[config.mk]
export PLATFORM = sky130hd
export DESIGN_NAME = serial_mac_fir
export DESIGN_NICKNAME = d
export VERILOG_FILES = /design/src/rtl/fir_pkg.sv /design/src/rtl/fir_mac.sv /design/src/rtl/serial_mac_fir.sv
export SDC_FILE = /design/constraint.sdc
export NUM_CORES = 2
export LEC_CHECK = 0
export BUFFER_PORTS_ARGS = -buffer_cell sky130_fd_sc_hd__buf_2
export CAP_MARGIN = 20
export CORE_ASPECT_RATIO = 1.25
export CORE_MARGIN = 3
export CORE_UTILIZATION = 51
export CTS_BUF_LIST = sky130_fd_sc_hd__clkbuf_16
export DETAILED_ROUTE_END_ITERATION = 8
export PLACE_DENSITY = 0.67
export SYNTH_ARGS = -nofsm -noshare
export SYNTH_HDL_FRONTEND = slang
export SYNTH_SLANG_ARGS = --single-unit
[constraint.sdc]
create_clock -name aclk -period 9.6 [get_ports aclk]
set_clock_uncertainty 0.05 [all_clocks]
set_input_delay 0.48 -clock aclk [delete_from_list [all_inputs] [get_ports aclk]]
set_output_delay 0.48 -clock aclk [all_outputs]
set_load 0.05 [all_outputs]
[src/rtl/fir_pkg.sv]
// Shared types and helpers for the serial-MAC FIR: FSM states, default lowpass taps,
// a constant clog2 and the shift-then-saturate used on the accumulator output.
package fir_pkg;

  typedef enum logic [1:0] {IDLE, MAC, OUT} state_t;

  localparam int DEF_NTAPS = 19;
  localparam int SAT_W     = 128;

  // Symmetric 19-tap lowpass, centre tap 19660.
  localparam logic signed [15:0] DEFAULT_COEF [DEF_NTAPS] = '{
    16'sd26,    16'sd270,   16'sd963,   16'sd2424,  16'sd4869,
    16'sd8259,  16'sd12194, 16'sd15948, 16'sd18666, 16'sd19660,
    16'sd18666, 16'sd15948, 16'sd12194, 16'sd8259,  16'sd4869,
    16'sd2424,  16'sd963,   16'sd270,   16'sd26
  };

  function automatic int clog2(input int n);
    int w;
    w = 1;
    for (int i = 1; i < 31; i++)
      if ((32'd1 << i) < n) w = i + 1;
    return w;
  endfunction

  function automatic logic signed [31:0] default_coef(input int i);
    return (i < DEF_NTAPS) ? 32'(DEFAULT_COEF[i[4:0]]) : 32'sd0;
  endfunction

  // Arithmetic (floor) shift, then clamp to the signed range of dw bits.
  function automatic logic signed [SAT_W-1:0] sat_shift(input logic signed [SAT_W-1:0] a,
                                                         input int sh, input int dw);
    logic signed [SAT_W-1:0] s, hi, lo;
    s  = a >>> sh;
    hi = (SAT_W'(1) << (dw - 1)) - SAT_W'(1);
    lo = ~hi;
    if (s > hi) return hi;
    if (s < lo) return lo;
    return s;
  endfunction

endpackage

[src/rtl/fir_mac.sv]
// Single shared multiply-accumulate: acc <= 0 on clear, acc += sample*coef on enable.
// One-cycle registered result; no handshake, the caller sequences clear/enable.
module fir_mac #(
  parameter int DATA_W = 16,
  parameter int COEF_W = 16,
  parameter int ACC_W  = 40
) (
  input  logic                     clk,
  input  logic                     rst,
  input  logic                     clear,
  input  logic                     enable,
  input  logic signed [DATA_W-1:0] sample,
  input  logic signed [COEF_W-1:0] coef,
  output logic signed [ACC_W-1:0]  acc
);

  localparam int PROD_W = DATA_W + COEF_W;

  logic signed [PROD_W-1:0] prod;

  assign prod = sample * coef;

  always_ff @(posedge clk) begin
    if (rst || clear) acc <= '0;
    else if (enable)  acc <= acc + ACC_W'(prod);
  end

endmodule

[src/rtl/serial_mac_fir.sv]
// Time-multiplexed FIR: one tap per clock, result valid NTAPS+1 cycles after the input handshake.
// Holds the result in OUT until m_axis_data_tready; s_axis_data_tready is low while busy.
module serial_mac_fir
  import fir_pkg::*;
#(
  parameter int DATA_W    = 16,
  parameter int COEF_W    = 16,
  parameter int NTAPS     = 19,
  parameter int ACC_W     = 40,
  parameter int OUT_SHIFT = 15
) (
  input  logic                      aclk,
  input  logic                      areset,
  input  logic                      s_axis_data_tvalid,
  output logic                      s_axis_data_tready,
  input  logic signed [DATA_W-1:0]  s_axis_data_tdata,
  output logic                      m_axis_data_tvalid,
  input  logic                      m_axis_data_tready,
  output logic signed [DATA_W-1:0]  m_axis_data_tdata,
  input  logic                      cfg_we,
  input  logic [clog2(NTAPS)-1:0]   cfg_addr,
  input  logic signed [COEF_W-1:0]  cfg_data,
  output logic                      cfg_ready,
  output logic                      busy
);

  localparam int          AW   = clog2(NTAPS);
  localparam logic [AW-1:0] LAST = AW'(NTAPS - 1);

  state_t state_q, state_d;
  logic [AW-1:0] wptr_q, rptr_q, k_q;
  logic signed [DATA_W-1:0] dline [NTAPS];
  logic signed [COEF_W-1:0] coef  [NTAPS];
  logic signed [ACC_W-1:0]  acc;
  logic accept, cfg_wr, mac_clear, mac_en;

  assign accept    = s_axis_data_tvalid & s_axis_data_tready;
  assign cfg_ready = (state_q == IDLE);
  assign busy      = (state_q != IDLE);
  assign cfg_wr    = cfg_we & cfg_ready & (int'(cfg_addr) < NTAPS);

  always_ff @(posedge aclk) begin
    if (areset) state_q <= IDLE;
    else        state_q <= state_d;
  end

  always_comb begin
    state_d            = state_q;
    s_axis_data_tready = 1'b0;
    m_axis_data_tvalid = 1'b0;
    mac_clear          = 1'b0;
    mac_en             = 1'b0;
    unique case (state_q)
      IDLE: begin
        s_axis_data_tready = 1'b1;
        if (s_axis_data_tvalid) begin
          mac_clear = 1'b1;
          state_d   = MAC;
        end
      end
      MAC: begin
        mac_en = 1'b1;
        if (k_q == LAST) state_d = OUT;
      end
      OUT: begin
        m_axis_data_tvalid = 1'b1;
        if (m_axis_data_tready) state_d = IDLE;
      end
      default: state_d = IDLE;
    endcase
  end

  // rptr walks backwards from the newest sample so tap k sees sample n-k.
  always_ff @(posedge aclk) begin
    if (areset) begin
      wptr_q <= '0;
      rptr_q <= '0;
      k_q    <= '0;
      for (int i = 0; i < NTAPS; i++) begin
        dline[AW'(i)] <= '0;
        coef[AW'(i)]  <= (NTAPS == DEF_NTAPS) ? COEF_W'(default_coef(i)) : '0;
      end
    end else begin
      if (cfg_wr) coef[cfg_addr] <= cfg_data;
      if (accept) begin
        dline[wptr_q] <= s_axis_data_tdata;
        rptr_q        <= wptr_q;
        k_q           <= '0;
      end
      if (mac_en) begin
        k_q    <= k_q + 1'b1;
        rptr_q <= (rptr_q == '0) ? LAST : rptr_q - 1'b1;
        if (k_q == LAST) wptr_q <= (wptr_q == LAST) ? '0 : wptr_q + 1'b1;
      end
    end
  end

  fir_mac #(
    .DATA_W (DATA_W),
    .COEF_W (COEF_W),
    .ACC_W  (ACC_W)
  ) u_mac (
    .clk    (aclk),
    .rst    (areset),
    .clear  (mac_clear),
    .enable (mac_en),
    .sample (dline[rptr_q]),
    .coef   (coef[k_q]),
    .acc    (acc)
  );

  // acc is frozen outside MAC, so the OUT value stays stable under back-pressure.
  assign m_axis_data_tdata = (state_q == OUT)
                           ? DATA_W'(sat_shift(SAT_W'(acc), OUT_SHIFT, DATA_W)) : '0;

endmodule

Word-level counts from Yosys, hierarchy flattened
Memory sizes are Yosys's and may differ from the RTL's. A register that Yosys moved wholly into a read port is not among the register bits.
Index checks and enable logic that the tools add are counted.

storage, ports and cells
  register bits after elaboration = 57
  bits in writable memories = 608
  bits of input ports = 42
  output and inout port bits = 20
  word-level logic and storage cells = 75
  memories kept = 2

operators by class
  add/sub/neg operators = 4
  $mul = 1
  order comparisons = 3
  eq/ne operators = 7
  muxes and demuxes = 41
  bitwise gates (word level) = 3
  reduce and logical (&&, ||, !) cells = 9

memory list
  name   depth  width  read ports  clocked after Yosys merged registers in  write ports  RTL line              RTL
  coef   19     16     1           1                                        19           serial_mac_fir.sv:33  logic signed [COEF_W-1:0] coef [NTAPS];
  dline  19     16     1           1                                        19           serial_mac_fir.sv:32  logic signed [DATA_W-1:0] dline [NTAPS];

operator list
  kind                                                                            count
  16-bit 2-to-1 mux                                                               7
  5-bit 2-to-1 mux                                                                12
  40-bit by 32-bit adder with 40-bit output                                       1
  16-bit by 16-bit multiplier with 32-bit output                                  1
  16-bit OR reduction                                                             2
  25-bit by 16-bit > comparator with 1-bit output, second input constant          1
  25-bit by 16-bit less-than comparator with 1-bit output, second input constant  1
  1-bit 2-to-1 mux                                                                18
  5-bit by 1-bit adder with 5-bit output, second input constant                   2
  5-bit == test, second input constant                                            2
  2-bit 2-to-1 mux                                                                3
  2-bit inequality test, second input constant                                    3
  2-bit case mux with 3 select lines                                              1
  5-bit zero test                                                                 1
  5-bit less-than comparator, second input constant                               1
  5-bit by 1-bit subtractor with 5-bit output, second input constant              1
  2-bit nonzero test                                                              2
  1-bit bitwise AND                                                               3
  3-bit AND reduction                                                             1
  2-bit by 1-bit == test with 1-bit output, second input constant                 1
  2-bit == test, second input constant                                            1
  2-bit zero test                                                                 1
  2-bit AND reduction                                                             1
  1-bit logical OR                                                                1

Longest topological paths before layout
  word-level depth = 8
  depth in mapped cells = 31
  mapped depth without buffers = 26

Modules after synthesis
From an unflattened synthesis, not the netlist that was laid out.

second synthesis, totals
  cells, all modules = 4731
  area, all modules = 58219.6 um^2

by module, submodules not included
  module          instances  cells each  area an instance (um^2)
  serial_mac_fir  1          3268        44604.0
  fir_mac         1          1463        13615.6

Worst setup path after synthesis
OpenSTA, ideal clock, no wires.

  path kind = reg2reg
  start point = register with a tool-made name
  end point = register u_mac.acc[31]
  library setup time = 0.122 ns
  arrival time = 7.651 ns
  path slack = 1.777 ns
  cell stages (with the launch flop) = 28
  buffers on the path = 4
  cells stage by stage = dfxtp_1 > buf_2 > clkbuf_1 > buf_1 > mux4_2 > mux4_2 > mux2i_1 > buf_2 > nor2_1 > fa_1 > inv_1 > fa_1 > fa_1 > fa_1 > inv_1 > fa_1 > inv_1 > fa_1 > inv_1 > ha_1 > o21ai_0 > o21ai_0 > a2111oi_0 > and2_1 > o41ai_2 > o21ai_0 > a2111oi_0 > a311o_1

RTL lines
  item                  RTL line       RTL
  to (signal assigned)  fir_mac.sv:25  else if (enable) acc <= acc + ACC_W'(prod);
  to (decl)             fir_mac.sv:14  output logic signed [ACC_W-1:0] acc

==> key figures <==
Synth
  – Post-Synth Simple-Gate Area: 9.54%
  – Post-synthesis adder-cell area fraction: 14.1%
  – Register area share after synthesis: 55.3%
  – Mux contribution to synthesized area: 13.3%
  – Syn avg cell area: 14.0 um^2
  – Synth top area cells: edfxtp_1 (52%), mux4_2 (12%), fa_1 (12%)
  – Post-synth EDFFs: 992
  – FFs w/ async S/R, synth: 0%
  – Yosys top cell area share: approximately half
  – Seq cells post-synth: 1,091
  – Post-synthesis instance total: between 4,000 and 5,000
  – Ys flop type: edfxtp_1
  – Synth area leader: edfxtp_1
  – Largest family of logic cells by synthesized area: adder cells
  – Synth cell types: 61
  – Yosys warns: 0
  – XOR/XNOR Fraction of Synth Area: 0.625%
  – Syn Std Cell Area: 57,400 um^2
  – Compound-Gate Fraction of Synth Area: 2.21%

Clocking
  – Reg clk slew, reported paths: 0.07 ns
  – Worst skew pair latency: 0.71 ns
  – Clk buf depth: 3
  – CTS tree: yes
  – Clk sink count: 1,091
  – TritonCTS Buffers: between 100 and 150
  – H-tree depth: 3
  – Root Buffer: clkbuf_16
  – Setup Buffers After CTS: 0

Critical path
  – Critical path class: flip-flop to flip-flop
  – Startpoint class of the critical path: flip-flop
  – CP Data Required Time: 10.18 ns
  – Critical path fanouts, max: 18
  – Arr. time, crit path: about 9.5 ns
  – Critical Path End Type: flip-flop

Detailed routing
  – Initial DRC count: 3,182
  – Per-cell routed wire length: 23.7 um
  – TritonRoute pass-1 iters: 5
  – Antenna Nets Post-Route: 0
  – DRC Markers: 0
  – Final wirelength: approximately 140,000 um
  – Via count: 33,800
  – Avg Vias per Cell: 5.69

Global routing
  – Gr ovfl total: 0
  – First-pass GRT wire length: 215,000 um
  – Initial antenna violation count: 4
  – Vias in the first global route: 35,200
  – Top Usage Layer GRT: met2
  – Met3 GRT Util: a little under 4%
  – Routing usage on met2: 41.7%
  – All-Layer GR Usage: 24.6%
  – Largest net degree at the start of global routing: 62
  – M1 GR Usage: 32.1%

Finish
  – Share of cells above drive strength 1: between 10% and 20%
  – Final #Nets: 4,878
  – Most frequent cells in the layout: edfxtp_1 (992), nor2_1 (685), inv_1 (464), fa_1 (330), mux4_2 (312)
  – Commonest non-fill, non-tap cell in the layout: edfxtp_1
  – Synth-to-layout area growth: 11.1%

Timing
  – Worst Max-Slew Pin Slew: 1.13 ns
  – Final worst-path cycle share: 92.5%
  – Period minus WS final: 8.88 ns
  – Fmax achieved: around 0.11 GHz
  – RSZ-0062 raised after global routing: false
  – Finish-stage setup viols: 0
  – Fin. Hold Viols: 0
  – Slew margin rel.: approximately a quarter
  – Setup_tns: 0 ns
  – Final Max Slew Viols: 0

Floorplanning
  – DIE HEIGHT: between 300 and 400 um
  – Core box area: 112,000 um^2
  – Total die area: around 120,000 um^2
  – Top-level I/O count: a little over 60
  – Initial Utilization: between 50% and 60%
  – Width of the die: 306 um
  – Row count: around 140

Place
  – Detailed placement HPWL: 95,400 um
  – Gpl congestion: 0.874
  – IO Port Bufs: 61

Job
  – # Max-Cap Violations: 0

Status
  – Status: completed

Hold path
  – HP Class: primary input to flip-flop
## path summary, 6_finish.rpt
check | startpoint | endpoint | slack [ns] | cells past startpoint
max | flip-flop | u_mac.acc[31] | 0.72 | 25
min | s_axis_data_tdata[13] | dline[11][13] | 0.05 | 2
max reg2reg | flip-flop | u_mac.acc[31] | 0.72 | 25
min reg2reg | coef[18][4] | coef[18][4] | 0.41 | 1
## per-stage QoR
stage | cells | utilization, % | setup slack, ns | hold slack [ns] | cell area [um^2]
3_5_place_dp | 5734 | 54.0 | 0.819 | 0.395 | 60400
2_1_floorplan | 4303 | - | 1.78 | 0.380 | 58200
5_1_grt | 5932 | 57.1 | 0.287 | 0.0408 | 63800
3_3_place_gp | 5732 | 54.0 | 0.897 | 0.396 | 60300
6_report | 5934 | 57.1 | 0.718 | 0.0487 | 63800
4_1_cts | 5930 | 57.0 | 0.775 | 0.00251 | 63700
## worst max-delay path: stages, from the launching register on
cell       delay, ns
dfxtp_4         0.57
buf_4           0.44
mux4_2          0.57
mux4_2          0.57
mux2i_2         0.63
nor2_1          0.14
fa_1            0.51
inv_1           0.06
fa_1            0.57
fa_1            0.46
fa_1            0.55
inv_1           0.05
fa_1            0.47
inv_1           0.05
fa_1            0.47
inv_1           0.04
ha_1            0.36
o21ai_0         0.14
o21ai_0         0.39
a2111oi_0       0.23
buf_4           0.19
and2_1          0.18
o41ai_2         0.40
o21ai_0         0.16
a2111oi_0       0.41
a311o_1         0.16
## flip-flops by register name, indices dropped and copies added, names as in the netlist, named ones only
register,cells
dline,512
u_mac.acc,40
state_q,2
wptr_q,5
k_q,5
coef,512
rptr_q,5
## routing by layer
metal / up-vias / routed length [um]
li1: 14700 / -
met1: 17500 / 53400
met2: 1316 / 71500
met3: 281 / 10100
met4: 2 / 5420
met5: - / 13
## layout make-up
type | count | area (um^2)
tap | 1459 | 1830
clock inverter | 87 | 716
fill | 8882 | 48000
multi-input combinational | 2541 | 23700
clock buffer | 105 | 2630
sequential | 1091 | 31800
inverter | 462 | 1730
timing repair buffer | 187 | 1400
antenna | 2 | 5.00
## Yosys cell counts, drive strengths merged, types with 26 or more instances
library cell / n
clkbuf: 119
mux2i: 31
xnor2: 28
nand2: 286
or2: 26
inv: 461
a21oi: 94
dfxtp: 99
nand3: 33
and2: 63
nor2: 699
nand2b: 67
mux4: 312
buf: 90
ha: 120
fa: 330
o21ai: 39
edfxtp: 992
## what timing repair did
action | in CTS | in global routing
gates resized for setup | 0 | 0
hold endpoints to repair | 7 | 0
hold buffers | 4 | 0
## kinds of logic after synthesis
logic type	after synthesis
flops	1091
xor+xnor	41
buf+inv	671
simple gates	1275
fa+ha+maj	450
mux	357
compound gates	210
other cells	1
Power is not shown: default switching activity piles up to over one toggle a cycle in this logic, so the estimate is an artifact.
